**config.mk**
```make
export PLATFORM = sky130hd
export DESIGN_NAME = rst_seq
export DESIGN_NICKNAME = d
export VERILOG_FILES = /design/src/rtl/rst_seq.sv
export SDC_FILE = /design/constraint.sdc
export NUM_CORES = 1
export LEC_CHECK = 0
export BUFFER_PORTS_ARGS = -buffer_cell sky130_fd_sc_hd__buf_2
export CAP_MARGIN = 20
export CORE_AREA = 2 2 40 42
export CTS_BUF_LIST = sky130_fd_sc_hd__clkbuf_4
export CTS_CLUSTER_SIZE = 20
export DETAILED_ROUTE_END_ITERATION = 10
export DIE_AREA = 0 0 42 44
export MAX_ROUTING_LAYER = met4
export PLACE_DENSITY_LB_ADDON = 0.1
export SYNTH_ARGS = -nofsm -noshare
export SYNTH_HDL_FRONTEND = slang
export SYNTH_SLANG_ARGS = --single-unit
```
**constraint.sdc**
```tcl
create_clock -name clk_i -period 1.8 [get_ports clk_i]
set_input_delay 0.36 -clock clk_i [delete_from_list [all_inputs] [get_ports clk_i]]
set_output_delay 0.36 -clock clk_i [all_outputs]
set_load 0.01 [all_outputs]
```
**src/rtl/rst_seq.sv**
```systemverilog
// Multi-domain reset sequencer: releases per-domain resets one at a time in
// ascending order with a fixed cycle gap, and supports a warm-reset req/ack
// handshake that re-runs the full sequence without a top-level reset.
module rst_seq #(
    parameter int unsigned NUM_DOMAINS      = 3,
    parameter int unsigned GAP_CYCLES       = 4,
    parameter int unsigned WARM_HOLD_CYCLES = 8
) (
    input  logic                               clk_i,
    input  logic                               rst_i,
    input  logic                               warm_req_i,
    output logic                               warm_ack_o,
    output logic [NUM_DOMAINS-1:0]             rst_dom_o,
    output logic [$clog2(NUM_DOMAINS+1)-1:0]   stage_o,
    output logic                               seq_done_o
);

    localparam int unsigned SW      = $clog2(NUM_DOMAINS + 1);
    localparam int unsigned CNT_MAX = (GAP_CYCLES > WARM_HOLD_CYCLES) ? GAP_CYCLES
                                                                      : WARM_HOLD_CYCLES;
    localparam int unsigned CW      = $clog2(CNT_MAX + 1);

    localparam logic [NUM_DOMAINS-1:0] ALL_ONES   = '1;
    localparam logic [CW-1:0]          GAP_LAST   = CW'(GAP_CYCLES - 1);
    localparam logic [CW-1:0]          WARM_LAST  = CW'(WARM_HOLD_CYCLES - 1);
    localparam logic [SW-1:0]          LAST_STAGE = SW'(NUM_DOMAINS - 1);

    typedef enum logic [1:0] {
        SEQ  = 2'd0,
        DONE = 2'd1,
        WARM = 2'd2
    } state_t;

    state_t        state;
    logic [CW-1:0] cnt;
    logic          warm;

    // Sequencer FSM; every output is a register so the reset tree sees clean edges.
    always_ff @(posedge clk_i or posedge rst_i) begin
        if (rst_i) begin
            state      <= SEQ;
            cnt        <= '0;
            warm       <= 1'b0;
            rst_dom_o  <= ALL_ONES;
            stage_o    <= '0;
            seq_done_o <= 1'b0;
            warm_ack_o <= 1'b0;
        end else begin
            warm_ack_o <= 1'b0;
            case (state)
                SEQ: begin
                    if (cnt == GAP_LAST) begin
                        // Releasing the next domain keeps the mask contiguous from stage up.
                        cnt       <= '0;
                        stage_o   <= stage_o + SW'(1);
                        rst_dom_o <= ALL_ONES << (stage_o + SW'(1));
                        if (stage_o == LAST_STAGE) begin
                            state <= DONE;
                        end
                    end else begin
                        cnt <= cnt + CW'(1);
                    end
                end
                DONE: begin
                    if (!seq_done_o) begin
                        // First DONE edge: announce completion; ack only a warm sequence.
                        seq_done_o <= 1'b1;
                        warm_ack_o <= warm;
                        warm       <= 1'b0;
                    end else if (warm_req_i) begin
                        rst_dom_o  <= ALL_ONES;
                        stage_o    <= '0;
                        seq_done_o <= 1'b0;
                        cnt        <= '0;
                        warm       <= 1'b1;
                        state      <= WARM;
                    end
                end
                WARM: begin
                    if (cnt == WARM_LAST) begin
                        cnt   <= '0;
                        state <= SEQ;
                    end else begin
                        cnt <= cnt + CW'(1);
                    end
                end
                default: begin
                    state <= SEQ;
                end
            endcase
        end
    end

    // Domain resets must always be a run of ones from bit stage_o up to the MSB.
    always @(negedge clk_i) begin
        if (!rst_i) begin
            a_contig: assert (rst_dom_o == (ALL_ONES << stage_o));
        end
    end

endmodule

```
==> impl_metrics.yaml <==
clock_network:
  hold_buffers: 0
  insertion_delay_ps: 280
  cts.path.max_buffers: 2
  clk_pin_slew_ps: 90
  h-tree-depth: 1
  post_cts_buffers: 0
  cts_sinks: 14
  tritoncts: "done"
  cts_buffers: 3
  cts_root_buffer: "clkbuf_4"
synth:
  synthCells: 74
  syn_nets: 85
  netlist_top_cells_area: "dfrtp_1, ha_1, dfstp_2, inv_1, mux2i_1"
  synth_warnings: 0
  synth_top_area_share_pct: 35.7
  ys_ff_latch: 14
  synthArstFlopShare_pct: 100
  synthTopCellsByCount: "dfrtp_1, inv_1, ha_1, a21oi_1, nand2_1"
  yosysMostFrequentCell: "dfrtp_1"
  synthFlopType: "dfrtp_1"
  syn_avg_cell_area_sq_um: 10.4
  seq_area_frac_synth_pct: 45.9
  yosys.cell_types.count: 27
  synth_area_sq_um: 772
  synth_enable_flop_cells: 0
  yosysTopAreaCell: "dfrtp_1"
power:
  p_leak_nw: 0.454
  finalPower_w: 0.00172
  power.density_nw_per_um2: 1940
  ir_drop_uv: 946
timing:
  fin_skew_ps: 8.92
  setup_viol: 0
  fin_crit_sh_pct: 94.8
  finalMaxSlewViolations: 0
  rsz0062_at_grt: "false"
  hold_viol_final: 0
  max_freq_ghz: 0.586
  tns_ps: 0
  post-route-min-period_ps: 1710
  slew_headroom_pct: 64.0
  fin_ws_ps: 92.9
  worstMarginPinSlew_ps: 540
die:
  die_y_microns: 44
  num_rows: 14
  start_util_pct: 54.4
  io-pin-count: 10
  die_w_microns: 42
  die_area_sq_um: 1850
  coreArea_sq_um: 1420
global_routing:
  grt_pass1_wl_microns: 2390
  grt-ovfl-total: 0
  grt_use_total_pct: 18.2
  grt_max_degree: 15
  antenna_found_initial: 0
  grt_pass1_vias: 554
place:
  dp_slack_ps: 93.4
  place_hpwl_microns: 1070
  place.port_buffers: 9
  gp_congestion: 0.812
route:
  drt_iter0_drc: 15
  wirelength_microns: 1400
  drcViolationCount: 0
  final_antenna_net_count: 0
  vias: 563
  routedWlPerCell_microns: 13.4
  vias_per_cell: 5.36
  drt_first_pass_iters: 4
critical_path:
  cp-start-kind: "register"
  endpoint_kind: "register"
  worstPathMaxFanout: 8
  path_class: "register to register"
  required_ps: 2010
  arrival_ps: 1920
final_layout:
  layout-drive-gt1-share_pct: 27.0
  fill_cells: 122
  fin_util_pct: 62.4
  antenna_cells: 0
  fin_nets: 101
  areaGrowthSynthToFinish_pct: 14.7
outcome:
  outcome: "complete, no violations"
min_path:
  hp-class: "input pin to async pin"
run:
  timing.max_cap.violations: 0
cell usage in the layout, fill, tap and decap left out, types with 2 or more instances in the layout:
| master | synthesis | layout |
|---|---|---|
| a31oi_1 | 2 | 2 |
| nand2_1 | 5 | 5 |
| clkbuf_4 | 0 | 4 |
| a22oi_1 | 2 | 2 |
| nor2_1 | 3 | 3 |
| mux2i_1 | 3 | 3 |
| o211ai_1 | 2 | 2 |
| buf_2 | 0 | 9 |
| nand3b_1 | 2 | 2 |
| dfstp_2 | 3 | 3 |
| dfrtp_1 | 11 | 11 |
| a21oi_1 | 5 | 5 |
| ha_1 | 8 | 8 |
| nand3_1 | 4 | 4 |
| inv_1 | 10 | 10 |
| buf_4 | 0 | 3 |
through the flow:
stage          cells  area (sq um)  hold slack (ps)
2_1_floorplan     74           772              247
4_1_cts          105           886              120
5_1_grt          105           886              150
3_5_place_dp     101           856              427
6_report         105           886              103
3_3_place_gp     101           856              419
where the power goes:
group	switching, W	leakage [nW]	internal [W]
Sequential	0.000115	0.170	0.000479
Clock	0.0000992	0.0184	0.000101
Combinational	0.000503	0.265	0.000423
routing by layer:
metal  vias up  part of all wire, %  global-route usage, %
met1       267                   46                   21.3
met2         8                   50                   30.6
met4         0                 0.85                   7.74
li1        286                    -                      -
met3         2                  2.4                   3.75
met5         -                    0                      -
worst max-delay path: stages (launching register included):
cell     delay, ps
dfrtp_1        400
ha_1           250
or3b_4         420
a22oi_4        270
nand2_2        100
o22a_1         180
cell type report:
type                            instances  area [sq um]  area share [%]
Clock buffer                            4          30.0            3.39
Inverter                               10          37.5            4.24
Multi-Input combinational cell         49           377            42.5
Sequential cell                        14           354            40.0
Tap cell                               16          20.0            2.26
Timing Repair Buffer                   12          67.6            7.63
logic make-up after synthesis:
logic type	count (synthesis)	share of synthesized area [%]
adder cells (fa/ha/maj)	8	13.0
AND/OR/NAND/NOR	19	13.5
buffers and inverters	11	5.35
AO/OA/AOI/OAI	18	17.3
multiplexers	3	3.89
flip-flops	14	45.9
XOR/XNOR	1	1.13
sequential cells by signal, indices dropped and copies added (netlist names):
register,flops
seq_done_o,1
cnt,4
warm_ack_o,1
rst_dom_o,3
stage_o,2
warm,1
state,2
path summary, 6_finish.rpt:
check	slack (ps)	startpoint	cells after the start	endpoint
max reg2reg	90	cnt[0]$_DFFE_PP0P_	5	rst_dom_o[1]$_DFFE_PP1P_
max	90	cnt[0]$_DFFE_PP0P_	5	rst_dom_o[1]$_DFFE_PP1P_
max in group asynchronous	1320	rst_i	2	rst_dom_o[1]$_DFFE_PP1P_
min reg2reg	510	rst_dom_o[2]$_DFFE_PP1P_	2	rst_dom_o[2]$_DFFE_PP1P_
min	100	rst_i	2	cnt[2]$_DFFE_PP0P_
min in group clk_i	380	warm_req_i	3	warm$_DFFE_PP0P_
timing repair:
item / 4_1_cts / 5_1_grt
endpoints found under the setup margin: 0 / 1
endpoints found under the hold margin: 0 / 0
gates resized for setup: 0 / 0
Power figures use the tool's default switching activity.
